## src/rtl/uart_pkg.sv

```systemverilog
// Shared definitions for the UART ports: FSM encoding, default baud divisor and
// status word bit positions.
package uart_pkg;

   typedef enum logic [1:0] {
      UART_IDLE,
      UART_START,
      UART_DATA,
      UART_STOP
   } uart_state_e;

   // 25 MHz system clock / 115200 baud
   localparam int DEFAULT_CLKS_PER_BIT = 217;

   localparam int STAT_FULL = 15;
   localparam int STAT_BUSY = 14;

endpackage

```

## src/rtl/uart_fifo.sv

```systemverilog
// Synchronous 8-bit FIFO with first-word-fall-through head output.
// Push when full and pop when empty are ignored.
module uart_fifo #(
   parameter  int DEPTH = 4,
   localparam int AW    = $clog2(DEPTH),
   localparam int CW    = AW + 1
) (
   input  logic          clk,
   input  logic          rst_n,
   input  logic          push,
   input  logic          pop,
   input  logic [7:0]    din,
   output logic [7:0]    dout,
   output logic [CW-1:0] count,
   output logic          full,
   output logic          empty
);

   logic [7:0]    mem_q [DEPTH];
   logic [AW-1:0] wr_ptr_q, wr_ptr_d;
   logic [AW-1:0] rd_ptr_q, rd_ptr_d;
   logic [CW-1:0] count_q, count_d;
   logic          push_ok, pop_ok;

   assign full    = (count_q == CW'(DEPTH));
   assign empty   = (count_q == '0);
   assign count   = count_q;
   assign dout    = mem_q[rd_ptr_q];
   assign push_ok = push && !full;
   assign pop_ok  = pop && !empty;

   always_comb begin
      wr_ptr_d = wr_ptr_q;
      rd_ptr_d = rd_ptr_q;
      count_d  = count_q;
      // Pointers are DEPTH-sized, so the increment wraps modulo DEPTH on its own.
      if (push_ok) wr_ptr_d = wr_ptr_q + 1'b1;
      if (pop_ok)  rd_ptr_d = rd_ptr_q + 1'b1;
      case ({push_ok, pop_ok})
         2'b10:   count_d = count_q + 1'b1;
         2'b01:   count_d = count_q - 1'b1;
         default: count_d = count_q;
      endcase
   end

   always_ff @(posedge clk or negedge rst_n) begin
      if (!rst_n) begin
         wr_ptr_q <= '0;
         rd_ptr_q <= '0;
         count_q  <= '0;
      end else begin
         // NOTE: sequential state always uses non-blocking assignments so every
         // flop samples pre-edge values regardless of statement order.
         wr_ptr_q <= wr_ptr_d;
         rd_ptr_q <= rd_ptr_d;
         count_q  <= count_d;
      end
   end

   // NOTE: storage is deliberately not reset; entries are only read once the
   // count says they were written, so clearing them would just cost logic.
   always_ff @(posedge clk) begin
      if (push_ok) mem_q[wr_ptr_q] <= din;
   end

endmodule

```

## src/rtl/uart_tx_port.sv

```systemverilog
// Memory-mapped 8N1 UART transmitter: FIFO-buffered writes from the CPU,
// registered status word {full, busy, 11'b0, count} for the read path.
module uart_tx_port
   import uart_pkg::*;
#(
   parameter int CLKS_PER_BIT = DEFAULT_CLKS_PER_BIT,
   parameter int DEPTH        = 4
) (
   input  logic        clk,
   input  logic        rst_n,
   input  logic        load,
   input  logic [15:0] in,
   output logic [15:0] out,
   output logic        tx
);

   localparam int BW = $clog2(CLKS_PER_BIT);
   localparam int CW = $clog2(DEPTH) + 1;

   uart_state_e   state_q, state_d;
   logic [BW-1:0] baud_q, baud_d;
   logic [2:0]    bit_idx_q, bit_idx_d;
   logic [7:0]    shift_q, shift_d;
   logic          tx_q, tx_d;

   logic          pop;
   logic [7:0]    fifo_dout;
   logic [CW-1:0] fifo_count;
   logic          fifo_full, fifo_empty;
   logic          baud_last;

   // Only the low byte is transmitted; the high byte is intentionally dropped.
   logic          unused_in_hi;
   assign unused_in_hi = ^in[15:8];

   uart_fifo #(.DEPTH(DEPTH)) u_fifo (
      .clk   (clk),
      .rst_n (rst_n),
      .push  (load),
      .pop   (pop),
      .din   (in[7:0]),
      .dout  (fifo_dout),
      .count (fifo_count),
      .full  (fifo_full),
      .empty (fifo_empty)
   );

   assign baud_last = (baud_q == BW'(CLKS_PER_BIT - 1));

   // NOTE: every variable gets a default before the case so no path leaves it
   // unassigned, which would otherwise infer a latch.
   always_comb begin
      state_d   = state_q;
      baud_d    = baud_q;
      bit_idx_d = bit_idx_q;
      shift_d   = shift_q;
      pop       = 1'b0;
      case (state_q)
         UART_IDLE: begin
            if (!fifo_empty) begin
               pop     = 1'b1;
               shift_d = fifo_dout;
               baud_d  = '0;
               state_d = UART_START;
            end
         end
         UART_START: begin
            if (baud_last) begin
               baud_d    = '0;
               bit_idx_d = '0;
               state_d   = UART_DATA;
            end else begin
               baud_d = baud_q + 1'b1;
            end
         end
         UART_DATA: begin
            if (baud_last) begin
               baud_d  = '0;
               shift_d = {1'b0, shift_q[7:1]};
               if (bit_idx_q == 3'd7) state_d = UART_STOP;
               else bit_idx_d = bit_idx_q + 1'b1;
            end else begin
               baud_d = baud_q + 1'b1;
            end
         end
         UART_STOP: begin
            if (baud_last) begin
               baud_d = '0;
               // Chain straight into the next start bit when data is waiting.
               if (!fifo_empty) begin
                  pop     = 1'b1;
                  shift_d = fifo_dout;
                  state_d = UART_START;
               end else begin
                  state_d = UART_IDLE;
               end
            end else begin
               baud_d = baud_q + 1'b1;
            end
         end
         default: state_d = UART_IDLE;
      endcase

      // tx is registered from the next-state view so the line changes on the
      // same edge as the state it belongs to.
      case (state_d)
         UART_START: tx_d = 1'b0;
         UART_DATA:  tx_d = shift_d[0];
         default:    tx_d = 1'b1;
      endcase
   end

   always_ff @(posedge clk or negedge rst_n) begin
      if (!rst_n) begin
         state_q   <= UART_IDLE;
         baud_q    <= '0;
         bit_idx_q <= '0;
         shift_q   <= '0;
         tx_q      <= 1'b1;
      end else begin
         state_q   <= state_d;
         baud_q    <= baud_d;
         bit_idx_q <= bit_idx_d;
         shift_q   <= shift_d;
         tx_q      <= tx_d;
      end
   end

   always_comb begin
      out            = '0;
      out[STAT_FULL] = fifo_full;
      out[STAT_BUSY] = (state_q != UART_IDLE);
      out[2:0]       = 3'(fifo_count);
   end

   assign tx = tx_q;

endmodule

```

## config.mk

```make
export PLATFORM = sky130hd
export DESIGN_NAME = uart_tx_port
export DESIGN_NICKNAME = d
export VERILOG_FILES = /design/src/rtl/uart_pkg.sv /design/src/rtl/uart_fifo.sv /design/src/rtl/uart_tx_port.sv
export SDC_FILE = /design/constraint.sdc
export NUM_CORES = 1
export LEC_CHECK = 0
export CAP_MARGIN = 10
export CORE_ASPECT_RATIO = 1.1
export CORE_MARGIN = 5
export CORE_UTILIZATION = 35
export DETAILED_ROUTE_END_ITERATION = 10
export GPL_TIMING_DRIVEN = 0
export HOLD_SLACK_MARGIN = 0.15
export PLACE_DENSITY_LB_ADDON = 0.2
export SYNTH_ARGS = -nofsm -noshare
export SYNTH_HDL_FRONTEND = slang
export SYNTH_SLANG_ARGS = --single-unit
```

## constraint.sdc

```tcl
create_clock -name clk -period 4.2 [get_ports clk]
set_clock_uncertainty 0.15 [all_clocks]
set_input_delay 0.84 -clock clk [delete_from_list [all_inputs] [get_ports clk]]
set_output_delay 0.84 -clock clk [all_outputs]
set_load 0.02 [all_outputs]
```

; Word-level counts from Yosys, hierarchy flattened
; Memories as Yosys holds them, arrays and structs flattened.
; Cells that the tools add are included.
[totals]
output_inout_bits = 17
ram_bits = 32
word_cells = 69
in_bits = 19
mem_count = 1
reg_bits = 29
[mem_list]
columns = memory, depth, width, read_ports, rd_clocked_by_memory_dff, write_ports, line
row1 = u_fifo.mem_q, 4, 8, 1, 0, 1, uart_fifo.sv:19  ; logic [7:0] mem_q [DEPTH];
[classes]
addsub = 6
n_reduce_logical = 13
n_mux = 25
n_eq_ne = 15
[ops]
columns = operator, count
row1 = $mux W8, 5
row2 = $pmux W8 S3, 1
row3 = $pmux W8 S2, 1
row4 = $pmux W3 S2, 2
row5 = $mux W2, 5
row6 = $ne A2 B2 Y1 const B, 5
row7 = $mux W3, 3
row8 = $add A8 B1 Y8 const B, 1
row9 = $eq A2 B2 Y1 const B, 4
row10 = $eq A8 B8 Y1 const B, 1
row11 = $pmux W2 S4, 1
row12 = $add A3 B1 Y3 const B, 2
row13 = $eq A2 B1 Y1 const B, 3
row14 = $eq A3 B3 Y1 const B, 2
row15 = $reduce_bool A2 Y1, 3
row16 = $mux W1, 5
row17 = $add A2 B1 Y2 const B, 2
row18 = $pmux W1 S2, 2
row19 = $reduce_and A4 Y1, 1
row20 = $logic_not A3 Y1, 1
row21 = $reduce_and A3 Y1, 1
row22 = $reduce_bool A3 Y1, 1
row23 = $reduce_or A3 Y1, 1
row24 = $sub A3 B1 Y3 const B, 1
row25 = 3 further kinds, 5

; Logic depth before layout (Yosys ltp)
[depth]
ltp_word = 7
ltp_mapped = 11

; Hierarchy
; Synthesis repeated with hierarchy kept, for this count alone.
[hier_totals]
hier_cells = 238
hier_area_um2 = 3096.7
[modules_own_cells]
columns = mod, area_per_inst_um2, seq_area_each_um2, cells_each, n_inst
row1 = uart_fifo, 1592.8, 1136.1, 79, 1
row2 = uart_tx_port, 1503.9, 551.8, 159, 1

; Worst setup path before layout
; OpenSTA, ideal clock, no wires.
[synth_timing]
path_type = register to register
startpoint = reg state_q[1]
endpoint = reg u_fifo.count_q[2] (netlist: u_fifo.count[2])
stages_incl_launch_ff = 12
setup_ns = 0.080
arrival_ns = 2.237
path_buffers = 1
path_slack_ns = 1.734
path_cell_list = dfrtp_1 inv_1 ha_1 clkbuf_1 a31oi_2 nor3_2 ha_1 inv_1 fa_1 xor2_1 nor2_1 xor2_1
[synth_between]
elab_chain_len = 5
[synth_rtl]
columns = item, line
row1 = "start, declared", uart_tx_port.sv:20  ; uart_state_e state_q, state_d;
row2 = "start signal, assigned", uart_tx_port.sv:121  ; state_q <= state_d;
row3 = $eq A2 B2 Y1 or $logic_not A2 Y1 (tied branches), uart_tx_port.sv:58  ; case (state_q)
row4 = $pmux W1 S2 *, uart_tx_port.sv:58
row5 = $logic_and A1 B1 Y1 *, uart_fifo.sv:30  ; assign pop_ok = pop && !empty;
row6 = net u_fifo.pop_ok, uart_fifo.sv:23  ; logic push_ok, pop_ok;
row7 = $eq A2 B1 Y1 or $eq A2 B2 Y1 (tied branches), uart_fifo.sv:39  ; case ({push_ok, pop_ok})
row8 = $pmux W3 S2 or $reduce_bool A2 Y1 (tied branches), -
row9 = "end signal, assigned", uart_fifo.sv:56  ; count_q <= count_d;
row10 = "end, declared", uart_fifo.sv:22  ; logic [CW-1:0] count_q, count_d;
; Mark *: on every way through the listed nets, which the timed path passes. The rest lies on a longest branch.
; A chain may end at the register's enable or synchronous reset.

; Worst setup path in the final report
[layout_timing]
startpoint = reg state_q[1]
endpoint = out out[14]
[layout_between]
elab_chain_len = 1
[layout_rtl]
columns = item, line
row1 = $reduce_bool A2 Y1, uart_tx_port.sv:132  ; out[STAT_BUSY] = (state_q != UART_IDLE);
row2 = "end, declared", uart_tx_port.sv:13  ; output logic [15:0] out,
; Every way passes these cells.

==> summary.txt <==
Status
  – Outcome: finished clean

Worst setup path
  – Reg-to-reg startpoint: state_q[1]
  – WP data arrival: 2100 ps
  – Critical-path maximum fanout: 8
  – Reg2Reg Depth: 11
  – Flop-to-flop setup slack: 1340 ps
  – Worst setup endpoint: out[14]
  – Worst EP required: 3210 ps
  – Startpoint Class: flip-flop
  – Crit Path Class: reg2out
  – Worst setup startpoint: state_q[1]
  – Worst setup EP type: output pin
  – FF-to-FF End: u_fifo.count[2]

Detailed routing
  – Via count: 1932
  – Vias/cell: 4.84
  – Initial DRC count: 126
  – WL final: 5600 um
  – DRC viols: 0
  – ANT nets after route: 0
  – DR WL/cell: 14.0 um
  – Detailed Routing Iterations Pass 1: 5

Timing
  – # setup viols final: 0
  – RSZ-0062 raised after global routing: no
  – Minimum hold slack: 380 ps
  – Worst Max-Slew Pin Slew: 657 ps
  – Fin. Hold Viols: 0
  – Slew Viols, Final: 0
  – Fmax: 323 MHz
  – Setup_tns: 0 ps
  – Slew headroom: 0.562
  – Fin crit share: 0.736
  – Final Critical Period: 3090 ps

Cells and area
  – Post-route design area: 3570 um^2
  – Number of diodes: 0
  – Filler Cell Count: 803
  – Area of the multi-input gates: 1220 um^2
  – Layout cell share with drive strength beyond 1: 0.160
  – Reg area: 1690 um^2
  – Layout area overhead: 17.6%
  – Nets: 318
  – Post-Layout Cell Count: 399

Clocking
  – Clk root buf: clkbuf_8
  – Clk pin slew, worst setup/hold paths: 70 ps
  – H-tree depth: 3
  – Clk Latency, worst-skew pair: 330 ps
  – Hold-fix buffers at CTS: 0
  – CTS resizes: 0
  – Clock sinks: 61
  – CTS tree: built
  – CTS buffer count: 9
  – Setup Buffers After CTS: 0
  – CTS max path bufs: 2

Floorplanning
  – Die width: 98.8 um
  – Row cnt: 35
  – Die ar.: 10600 um^2
  – Core ar.: 8410 um^2
  – Ports: 36
  – Die height: 108 um
  – Starting Density: 0.361

GRT
  – Routing usage on met1: 0.148
  – Most crowded layer after global routing: met2
  – GRT met3 Usage: 0.0428
  – Grt ovf: 0
  – First-pass GRT wire length: 9650 um
  – Global router's overall resource usage: 0.115
  – Vias in the first global route: 1930
  – Met2 usage: 0.179
  – Initial antenna violation count: 0
  – Pin count of the biggest net entering global routing: 30

Placement
  – # port buffers: 16
  – RePlAce Congestion: 0.731
  – Dpl cells: 384
  – Placed inst area: 3370 um^2
  – HPWL after detailed placement: 3840 um

Synthesis
  – Post-Synth Adder-Cell Area: 0.0643
  – Async set-reset flop share out of synthesis: 0.475
  – Cells after Synth: 247
  – Post-synth EDFFs: 32
  – Largest family of logic cells by synthesized area: simple AND/OR/NAND/NOR gates
  – Complex-gate fraction of the synthesized area: 0.104
  – Cell with the most instances after synthesis: edfxtp_1
  – Simple-gate portion of the synthesized area: 0.120
  – Main flop type after synthesis: edfxtp_1
  – Synth Register Bits: 61
  – Post-synthesis mux area share: 0.0824
  – Netlist cell types: 44
  – Syn Std Cell Area: 3040 um^2
  – Largest area contributor in the netlist: edfxtp_1
  – Ys Warns: 0
  – Top cells by count, synth: edfxtp_1 (32), dfrtp_1 (28), nand2_1 (26), o21ai_0 (23)
  – Mapped Avg Cell Area: 12.3 um^2
  – Register area share after synthesis: 0.556
  – Synth area leaders: edfxtp_1 (32%), dfrtp_1 (23%), mux4_2 (5.9%), ha_1 (5.8%), o21ai_0 (3.8%)
  – Top cell type's share of synthesized area: 0.316
  – Synth Area in XOR/XNOR: 0.0173

Pwr
  – Leakage: 1.50 nW
  – PD cells: 628 nW/um^2
  – Maximum vdd drop: 0.279 mV

Min path
  – Hold WC Path Type: in2async

Run
  – Max-Cap Viols: 0
-- critical path, cell delays in order, from the launching register on --
cell and delay (ps):
dfrtp_1 460, inv_1 130, ha_1 150, clkbuf_1 330, inv_1 150, clkdlybuf4s50_1 560
-- cell usage in the layout, fill, tap and decap left out, types with 2 or more instances in the layout --
cell / n
nand3b_1: 2
edfxtp_1: 32
o31ai_1: 4
a21oi_1: 2
nand2_1: 26
a31oi_1: 2
clkdlybuf4s50_1: 15
clkbuf_1: 4
nor2b_1: 3
dfrtp_1: 28
nand3_1: 3
ha_1: 14
a22o_1: 10
bufinv_16: 2
mux4_2: 8
conb_1: 11
buf_4: 13
xor2_1: 3
o21ai_0: 23
nor2_1: 14
mux2i_1: 7
clkbuf_8: 9
xnor2_1: 3
buf_2: 2
and3_1: 3
inv_1: 13
and2_1: 4
nor3_1: 5
nor3_2: 2
-- registers in the layout, summed over array words and instances (netlist names) --
register	count
tx	1
u_fifo.rd_ptr_q	2
u_fifo.wr_ptr_q	2
bit_idx_q	3
u_fifo.mem_q	32
shift_q	8
state_q	2
u_fifo.count	3
baud_q	8
-- cell type report --
class / count / share of cell area
sequential: 61 / 0.472
multi-input combinational: 165 / 0.341
timing repair buffer: 16 / 0.0434
tap: 111 / 0.0389
clock buffer: 10 / 0.0357
buffer: 18 / 0.0333
clock inverter: 5 / 0.0214
inverter: 13 / 0.0137
-- power by group --
part / internal, mW / switching (mW)
Combinational: 0.367 / 0.438
Sequential: 0.796 / 0.0921
Clock: 0.328 / 0.223
Total: 1.49 / 0.753
-- metal layers --
layer	up-vias	share of wire
met3	5	0.052
met5	-	0
met4	0	0.0098
met2	47	0.49
met1	940	0.45
li1	940	-
-- logic make-up (layout without fill, tap and decap cells) --
group	count (synthesis)	in the layout
other	1	11
DFF	61	61
and+or+nand+nor	70	70
adders and majority gates	15	15
AOI/OAI and AO/OA	48	48
buffers and inverters	31	62
xor gates and xnor gates	6	6
muxes	15	15
-- how the worst min path moves through the flow --
stage / end / slack [ps] / depth (start not counted)
3_3_place_gp: baud_q[7] / 350 / 1
4_1_cts: baud_q[7] / 390 / 1
2_1_floorplan: baud_q[7] / 310 / 1
3_5_place_dp: baud_q[7] / 360 / 1
5_1_grt: shift_q[3] / 420 / 1
6_report: baud_q[4] / 380 / 1
-- through the flow --
step	total power, mW	setup slack (ps)	util
finish	2.24	1110	0.425
global route	2.41	965	0.425
CTS	2.27	1080	0.425
detailed placement	1.72	1330	0.401
global placement	1.70	1350	0.401
floorplan	1.48	1730	-
(Power assumes the default switching activity.)
